$ cat config.mk
export PLATFORM = sky130hd
export DESIGN_NAME = video_src_sched
export DESIGN_NICKNAME = d
export VERILOG_FILES = /design/src/rtl/video_src_sched.sv
export SDC_FILE = /design/constraint.sdc
export NUM_CORES = 1
export LEC_CHECK = 0
export BUFFER_PORTS_ARGS = -buffer_cell sky130_fd_sc_hd__buf_2
export CAP_MARGIN = 20
export CELL_PAD_IN_SITES_DETAIL_PLACEMENT = 1
export CELL_PAD_IN_SITES_GLOBAL_PLACEMENT = 1
export CORE_ASPECT_RATIO = 2
export CORE_MARGIN = 4
export CORE_UTILIZATION = 30
export CTS_CLUSTER_DIAMETER = 50
export DETAILED_ROUTE_END_ITERATION = 10
export PLACE_DENSITY_LB_ADDON = 0.1
export SYNTH_ARGS = -nofsm -noshare
export SYNTH_HDL_FRONTEND = slang
export SYNTH_SLANG_ARGS = --single-unit
$ cat constraint.sdc
create_clock -name vsel_clk_i -period 1.9 [get_ports vsel_clk_i]
set_input_delay 0.285 -clock vsel_clk_i [delete_from_list [all_inputs] [get_ports vsel_clk_i]]
set_output_delay 0.285 -clock vsel_clk_i [all_outputs]
set_load 0.02 [all_outputs]
$ cat src/rtl/video_src_sched.sv
// Frame-synchronous two-source video scheduler with an src1 vsync watchdog.
// Optional macro VSEL_BLANK_TIMING_EN: during BLANK, keep src0 timing and drive BLANK_RGB.
module video_src_sched #(
  parameter int                 DATA_W         = 24,
  parameter int                 TIMEOUT_CYCLES = 1500000,
  parameter int                 CNT_W          = 21,
  parameter logic [DATA_W-1:0]  BLANK_RGB      = '0
) (
  input  logic              vsel_clk_i,
  input  logic              vsel_rstn_i,
  input  logic              sel_i,
  input  logic              src0_vs_i,
  input  logic              src0_hs_i,
  input  logic              src0_de_i,
  input  logic [DATA_W-1:0] src0_data_i,
  input  logic              src1_vs_i,
  input  logic              src1_hs_i,
  input  logic              src1_de_i,
  input  logic [DATA_W-1:0] src1_data_i,
  output logic              vout_vs_o,
  output logic              vout_hs_o,
  output logic              vout_de_o,
  output logic [DATA_W-1:0] vout_data_o,
  output logic              act_src_o,
  output logic              src1_alive_o,
  output logic              switch_pend_o
);

  localparam logic [CNT_W-1:0] TMO = CNT_W'(TIMEOUT_CYCLES);

  if ((2.0 ** CNT_W) <= TIMEOUT_CYCLES || $bits(BLANK_RGB) != DATA_W) begin : g_param_chk
    $error("video_src_sched: CNT_W too small for TIMEOUT_CYCLES");
  end

  typedef enum logic [1:0] {ST_RUN, ST_DRAIN, ST_BLANK} state_e;

  state_e            state_q, state_d;
  logic              act_q, act_d, tgt_q, tgt_d;
  logic              vs0_q, vs1_q;
  logic [CNT_W-1:0]  cnt_q, cnt_d;
  logic              alive_q, alive_d;
  logic              vs_q, vs_d, hs_q, hs_d, de_q, de_d;
  logic [DATA_W-1:0] data_q, data_d;

  logic vs0_rise, vs1_rise, act_rise, tgt_rise, fallback;

  assign vs0_rise = src0_vs_i & ~vs0_q;
  assign vs1_rise = src1_vs_i & ~vs1_q;
  assign act_rise = act_q ? vs1_rise : vs0_rise;
  assign tgt_rise = tgt_q ? vs1_rise : vs0_rise;
  // running on src1 while its watchdog says dead
  assign fallback = act_q & ~alive_q;

  // Watchdog: a vs_rise in the timeout cycle keeps src1 alive.
  always_comb begin
    cnt_d = cnt_q;
    if (vs1_rise)          cnt_d = '0;
    else if (cnt_q != TMO) cnt_d = cnt_q + 1'b1;
    alive_d = vs1_rise | (alive_q & (cnt_d != TMO));
  end

  always_comb begin
    state_d = state_q;
    act_d   = act_q;
    tgt_d   = tgt_q;
    case (state_q)
      ST_RUN: begin
        if (fallback) begin
          state_d = ST_BLANK;
          tgt_d   = 1'b0;
        end else if (sel_i != act_q && (act_q || alive_q)) begin
          state_d = ST_DRAIN;
          tgt_d   = ~act_q;
        end
      end
      ST_DRAIN: begin
        if (sel_i == act_q) begin
          state_d = ST_RUN;
        end else if (fallback) begin
          state_d = ST_BLANK;
          tgt_d   = 1'b0;
        end else if (!act_q && !alive_q) begin
          state_d = ST_RUN;
        end else if (act_rise) begin
          state_d = ST_BLANK;
          tgt_d   = ~act_q;
        end
      end
      ST_BLANK: begin
        if (tgt_rise) begin
          act_d   = tgt_q;
          state_d = ST_RUN;
        end else if (tgt_q && !alive_q) begin
          tgt_d = 1'b0;
        end
      end
      default: state_d = ST_RUN;
    endcase
  end

  // Output mux follows the next state so the new source's vs lands on the switch edge.
  always_comb begin
    vs_d   = 1'b0;
    hs_d   = 1'b0;
    de_d   = 1'b0;
    data_d = '0;
    if (state_d != ST_BLANK) begin
      if (act_d) begin
        vs_d = src1_vs_i; hs_d = src1_hs_i; de_d = src1_de_i; data_d = src1_data_i;
      end else begin
        vs_d = src0_vs_i; hs_d = src0_hs_i; de_d = src0_de_i; data_d = src0_data_i;
      end
    end else begin
`ifdef VSEL_BLANK_TIMING_EN
      vs_d   = src0_vs_i;
      hs_d   = src0_hs_i;
      de_d   = src0_de_i;
      data_d = src0_de_i ? BLANK_RGB : '0;
`endif
    end
  end

  always_ff @(posedge vsel_clk_i or negedge vsel_rstn_i) begin
    if (!vsel_rstn_i) begin
      state_q <= ST_RUN;
      act_q   <= 1'b0;
      tgt_q   <= 1'b0;
      vs0_q   <= 1'b0;
      vs1_q   <= 1'b0;
      cnt_q   <= '0;
      alive_q <= 1'b0;
      vs_q    <= 1'b0;
      hs_q    <= 1'b0;
      de_q    <= 1'b0;
      data_q  <= '0;
    end else begin
      state_q <= state_d;
      act_q   <= act_d;
      tgt_q   <= tgt_d;
      vs0_q   <= src0_vs_i;
      vs1_q   <= src1_vs_i;
      cnt_q   <= cnt_d;
      alive_q <= alive_d;
      vs_q    <= vs_d;
      hs_q    <= hs_d;
      de_q    <= de_d;
      data_q  <= data_d;
    end
  end

  assign vout_vs_o     = vs_q;
  assign vout_hs_o     = hs_q;
  assign vout_de_o     = de_q;
  assign vout_data_o   = data_q;
  assign act_src_o     = act_q;
  assign src1_alive_o  = alive_q;
  assign switch_pend_o = sel_i ^ act_q;

endmodule

==> metrics.md, run 1 <==
| Metric | Value |
|---|---|
| Layout cells sized above 1 | `between 40% and 50%` |
| Power share of the sequential group | `roughly a third` |
| Max-slew violation count | `0` |
| Fin crit share | `114%` |
| Latest clock arrival within the worst-skew pair | `290 ps` |
| Clk root buf | `clkbuf_16` |
| Die ar. | `10500 sq um` |
| Post-synthesis sequential area ratio | `between 50% and 60%` |
| Net Sw Power | `1.74 mW` |
| FP Rows | `48` |
| RSZ-0062 raised after global routing | `true` |
| Outcome | `finished, violations left` |
| Peak Freq | `roughly 0.46 GHz` |
| Worst slew pin tran | `between 400 and 500 ps` |
| Mean Syn Cell Area | `10.3 sq um` |
| Post-synth ARST share | `100%` |
| Htree depth | `2` |
| Num CTS Buffers | `5` |
| Synth Instances | `~260` |
| Mapped Area | `between 2000 and 3000 sq um` |
| Failing checks | `setup timing` |
| Main synth FF type | `dfrtp_1` |
| Syn Nets | `between 300 and 400` |
| Dpl hpwl | `around 6.3 mm` |
| Combinational power share | `roughly 41%` |
| Core Footprint | `between 8000 and 9000 sq um` |
| # setup viols final | `1` |
| Dpl ws | `-268 ps` |
| ANT cells | `0` |
| NumNets Final | `roughly 450` |
| CP startpoint kind | `flop` |
| WL/cell | `about 17 um` |
| Switching share of power | `36.2%` |
| Cell area power density | `approximately 1300 nW/um^2` |
| Maximum vdd drop | `~0.00063 V` |
| CTS tree | `yes` |
| Clock power share | `24.6%` |
| Path depth of the worst reg2reg path | `8` |
| Final ANT Viol Nets | `0` |
| Starting DRC count in detailed routing | `a little over 90` |
| Vias in the first global route | `2680` |
| Synthesis warning total | `0` |
| EDFF count, synth | `0` |
| Worst min path class | `in2reg` |
| Vias | `roughly 2400` |
| Synth-to-layout area growth | `43.1%` |
| #FFs+latches synth | `55` |
| DRC viols | `0` |
| Die W | `approximately 74 um` |
| Max Cap Viol | `0` |
| I/O pins | `87` |
| Largest net degree at the start of global routing | `56` |
| Required @ worst endpoint | `~2100 ps` |
| Commonest non-fill, non-tap cell in the layout | `buf_2` |
| Kind of critical path | `reg2reg` |
| Die Y | `around 140 um` |
| Setup ws final | `-265 ps` |
| GRT Total Usage | `16.6%` |
| Worst rel slew slack | `around 72%` |
| Reg clk slew, reported paths | `around 70 ps` |
| Clock sink total | `55` |
| Input/output buffers | `86` |
| Total congestion overflow | `0` |
| Initial Util | `between 30% and 40%` |
| P_leak | `2.02 nW` |
| Via density | `roughly 5.0` |
| Final GP Congestion | `0.906` |
| Max clock buf depth | `2` |
| Most frequent cells in the layout | `buf_2, dfrtp_1, nor2_1` |
| Antenna violations before repair | `0` |
| Synth unique cells | `37` |
| Router iterations before antenna repair | `4` |
| Cells after DPL | `474` |
| Crit. End Element | `flop` |
| Worst Path Arrival | `approximately 2300 ps` |
| Crit Path Max Fanout | `4` |
| Tmin final | `2170 ps` |
| Hold Vio Cnt, Final | `0` |
| Layout Cells excl Fill | `487` |
| First-pass GRT wire length | `~13 mm` |
| Clk_skew | `~6.8 ps` |
| Worst hold path stage count | `1` |
| Pint | `just over 3 mW` |
| Post-Route WL | `~8.1 mm` |
## metal layers
metal | GRT usage, % | wire (um) | up-vias | part of all wire [%]
met2 | 30.4 | 4650 | 79 | 57
met5 | 0 | 0 | - | 0
met3 | 4.14 | 502 | 25 | 6.2
met1 | 16.3 | 2540 | 1189 | 31
li1 | - | - | 1138 | -
met4 | 8.63 | 423 | 0 | 5.2
## area by class of cell
class	instances	area, sq um
clock buffer	6	129
clock inverter	2	60.1
fill	1012	4860
inverter	3	11.3
multi-input combinational	188	1260
sequential	55	1380
tap	100	125
timing repair buffer	133	827
## repair_timing
action | 4_1_cts | 5_1_grt
hold buffers | 1 | 0
pin swaps | 1 | 4
setup buffers | 3 | 3
resized for setup | 4 | 10
setup endpoints to repair | 4 | 5
hold endpoints to repair | 19 | 0
## registers in the layout, summed over array words and instances (netlist names)
name,flops
vs0_q,1
vout_vs_o,1
tgt_q,1
state_q,2
vout_hs_o,1
act_src_o,1
cnt_q,21
vout_de_o,1
src1_alive_o,1
vout_data_o,24
vs1_q,1
## per-stage QoR
stage	utilization (%)	setup TNS, ps	instance area [sq um]	power, mW	hold slack, ps
final	43.8	-265	3790	4.81	130
after global routing	43.8	-506	3790	5.16	124
after CTS	43.3	-393	3740	4.86	122
after detailed placement	40.5	-271	3500	3.63	316
after global placement	40.5	-201	3500	3.58	314
after floorplan	-	-203	2650	2.85	-10.6
## power by group through the flow
| stage | sequential, mW | combinational [mW] | clock [mW] |
|---|---|---|---|
| after floorplan | 2.01 | 0.839 | 0 |
| after global placement | 1.67 | 1.91 | 0 |
| after detailed placement | 1.68 | 1.94 | 0 |
| after CTS | 1.66 | 1.97 | 1.23 |
| after global routing | 1.71 | 2.18 | 1.28 |
| final | 1.66 | 1.96 | 1.18 |
## path summary, 6_finish.rpt
check | start | slack [ps] | end
max | cnt_q[0] | -270 | src1_alive_o
min | src0_vs_i | 130 | vs0_q
max reg2reg | cnt_q[0] | -270 | src1_alive_o
min reg2reg | state_q[0] | 560 | state_q[0]
max in group asynchronous | vsel_rstn_i | 1110 | cnt_q[12]
min in group asynchronous | vsel_rstn_i | 510 | cnt_q[7]
## cells by family (layout without fill, tap and decap cells)
logic type,Yosys count,in the layout,share of synthesized area [%]
fa+ha+maj,2,2,0.945
buf+inv,15,144,2.60
flops,55,55,52.0
simple gates,116,116,22.0
xor+xnor,19,19,6.29
mux,29,29,11.2
compound gates,22,22,5.01
## critical path, stage by stage, from the launching register on
cell and delay, ps:
dfrtp_1 430, inv_2 80, ha_1 130, or4b_4 470, nor3_4 140, nand4_2 130, mux2_4 230, nand4b_1 130
o32a_1 310
## synth_stat cells, drive strengths merged, types with 6 or more instances
library cell  number  area (sq um)
a21oi              9          45.0
clkbuf             6          22.5
nor3               9          50.1
o21ai              7          35.0
mux2i             28           280
nand3             12          60.1
xnor2              8          70.1
buf                6          35.0
nand4              7          50.1
dfrtp             55          1380
nor2              55           206
xor2              11          96.3
nand2              8          30.0
No activity file was read; power rests on OpenSTA's default activity.
==> run 2: changes to the inputs <==
--- a/config.mk
+++ b/config.mk
@@ -11,7 +11,7 @@
 export CELL_PAD_IN_SITES_GLOBAL_PLACEMENT = 1
 export CORE_ASPECT_RATIO = 2
 export CORE_MARGIN = 4
-export CORE_UTILIZATION = 30
+export CORE_UTILIZATION = 34
 export CTS_CLUSTER_DIAMETER = 50
 export DETAILED_ROUTE_END_ITERATION = 10
 export PLACE_DENSITY_LB_ADDON = 0.1
==> metrics.md, run 2 (same netlist as run 1, synthesis figures left out) <==
| Metric | Value |
|---|---|
| Outcome | `finished, violations left` |
| Failing checks | `setup timing` |
| Initial Util | `34.8% (+4.2 points)` |
| Die Y | `133 um (-5.7%)` |
| Worst slew pin tran | `422 ps (+8.66 ps)` |
| Placed Area | `3610 sq um (+3.1%)` |
| Clk root buf | `clkbuf_16` |
| Required @ worst endpoint | `2090 ps (about the same)` |
| Multi-input gate area | `1290 sq um (+2.7%)` |
| Worst rel slew slack | `71.6% (-0.58 points)` |
| WL/cell | `17.8 um (+6.6%)` |
| Antenna violations before repair | `0 (unchanged)` |
| ANT cells | `0 (unchanged)` |
| Max clock buf depth | `2 (unchanged)` |
| Crit Path Max Fanout | `4 (unchanged)` |
| Latest clock arrival within the worst-skew pair | `300 ps (about the same)` |
| Cell area power density | `1210 nW/um^2 (-4.5%)` |
| Die W | `70.4 um (-5.4%)` |
| Final ANT Viol Nets | `0 (unchanged)` |
| CP startpoint kind | `flop` |
| Worst Path Arrival | `2330 ps (about the same)` |
| Kind of critical path | `reg2reg` |
| Post-route cell area | `3970 sq um (+4.7%)` |
| Vias in the first global route | `2912 (+8.7%)` |
| Max-slew violation count | `0 (unchanged)` |
| Switching share of power | `37.9% (+1.7 points)` |
| First-pass GRT wire length | `14.4 mm (+8.3%)` |
| RSZ-0062 raised after global routing | `true` |
| FP Rows | `45 (-6.3%)` |
| Commonest non-fill, non-tap cell in the layout | `buf_2` |
| Dpl hpwl | `6.72 mm (+6.1%)` |
| Worst Hold End | `vs0_q` |
| R2r setup slk | `-240 ps (+20 ps)` |
| Worst hold path stage count | `1 (unchanged)` |
| Post-layout util | `52.2% (+8.4 points)` |
| Crit. End Element | `flop` |
| Hold Vio Cnt, Final | `0 (unchanged)` |
| Combinational power share | `44.5% (+3.7 points)` |
| Router iterations before antenna repair | `4 (unchanged)` |
| Fillers | `931 (-8.0%)` |
| CTS tree | `yes` |
| Dpl ws | `-275 ps (-7.03 ps)` |
| Max Cap Viol | `0 (unchanged)` |
| Synth-to-layout area growth | `49.8%` |
| Total area of sequential cells | `1380 sq um (+0.18%)` |
| Peak Freq | `0.467 GHz (+1.1%)` |
| Worst reg2reg endpoint | `src1_alive_o` |
| Layout Cells excl Fill | `505 (+3.7%)` |
| Net Sw Power | `1.82 mW (+4.8%)` |
| Worst r2r src | `cnt_q[1]` |
| Cells after DPL | `485 (+2.3%)` |
| Clock power share | `20.3% (-4.3 points)` |
| Num CTS Buffers | `5 (unchanged)` |
| Worst min path class | `in2reg` |
| WHS | `121 ps (-9.59 ps)` |
| Critical path origin | `cnt_q[1]` |
| Vias | `2548 (+4.8%)` |
| Max reg flops | `24 (unchanged)` |
| Path depth of the worst reg2reg path | `8 (unchanged)` |
| Input/output buffers | `86 (unchanged)` |
| Post-Route WL | `8.97 mm (+10%)` |
| Starting DRC count in detailed routing | `140 (+51%)` |
| I/O pins | `87 (unchanged)` |
| Clock sink total | `55 (unchanged)` |
| DRC viols | `0 (unchanged)` |
| Setup ws final | `-241 ps (+24.5 ps)` |
| Core Footprint | `7600 sq um (-12%)` |
| P_leak | `2.13 nW (+5.3%)` |
| Tmin final | `2140 ps (-24.5 ps)` |
| GRT Total Usage | `20.1% (+3.5 points)` |
| Layout cells sized above 1 | `45.5% (+4.7 points)` |
| Clk_skew | `5.26 ps (-1.54 ps)` |
| NumNets Final | `469 (+5.4%)` |
| Final GP Congestion | `0.833 (-8.1%)` |
| Total congestion overflow | `0 (unchanged)` |
| Fin crit share | `113% (-1.3 points)` |
| Via density | `5.05 (+1.1%)` |
| Die ar. | `9350 sq um (-11%)` |
| Htree depth | `2 (unchanged)` |
| Most frequent cells in the layout | `buf_2, buf_4, nor2_1, dfrtp_1, mux2i_1` |
| Maximum vdd drop | `0.000757 V (+20%)` |
| Beginning of the worst hold path | `src0_vs_i` |
| Reg clk slew, reported paths | `70 ps (about the same)` |
| Pint | `2.99 mW (-2.7%)` |
| # setup viols final | `4 (+3)` |
| Largest net degree at the start of global routing | `35 (-38%)` |
| Total power | `4.81 mW (about the same)` |
| Power share of the sequential group | `35.2% (+0.7 points)` |
| Post-route setup TNS | `-294 ps (-28.7 ps)` |
==> run 2: changes by cell type in the layout (fill, tap and decap cells not counted), moves of 2 or more <==
cell,delta
buf_4,+21
buf_6,+4
a21oi_1,+3
a21oi_2,-3
and4_4,+3
and4_2,-2
bufinv_16,-2
clkbuf_8,+2
dfrtp_1,-2
dfrtp_2,+2
ha_4,+2
==> run 2: how the worst max path moves through the flow <==
stage	end
floorplan	src1_alive_o
global route	src1_alive_o
CTS	src1_alive_o
finish	src1_alive_o
detailed placement	src1_alive_o
global placement	src1_alive_o
==> run 2: cell type report <==
class	count	area share, %
Clock buffer	8	3.94
Sequential cell	55	34.8
Multi-Input combinational cell	188	32.6
Timing Repair Buffer	157	25.5
Inverter	3	0.284
Tap cell	94	2.97
==> run 2: critical path: stages (launching register included) <==
cell	delay, ps
dfrtp_2	460
inv_2	100
ha_4	140
or4b_4	470
nor3_4	120
nand4_2	110
mux2_4	220
nand4b_1	100
o32a_1	300
==> run 2: power by group through the flow <==
stage	Sequential (mW)	Clock [mW]	Combinational, mW
after CTS	1.68	1.02	2.12
after detailed placement	1.69	0	1.96
after global routing	1.74	1.06	2.31
final	1.69	0.978	2.14
after global placement	1.68	0	1.91
after floorplan	2.01	0	0.839
==> run 2: per-layer routing <==
metal | part of all wire, % | up-vias | track usage, %
met2 | 56 | 88 | 36.9
li1 | - | 1192 | -
met4 | 6.2 | 0 | 13.9
met1 | 32 | 1242 | 18.6
met3 | 5.4 | 26 | 5.02
met5 | 0 | - | 0
==> run 2: repair_timing <==
action | CTS | global route
cloned | 0 | 0
resized for setup | 11 | 16
setup endpoints to repair | 5 | 9
endpoints found under the hold margin | 21 | 0
pin swaps | 7 | 9
hold buffers | 1 | 0
setup buffers | 12 | 2
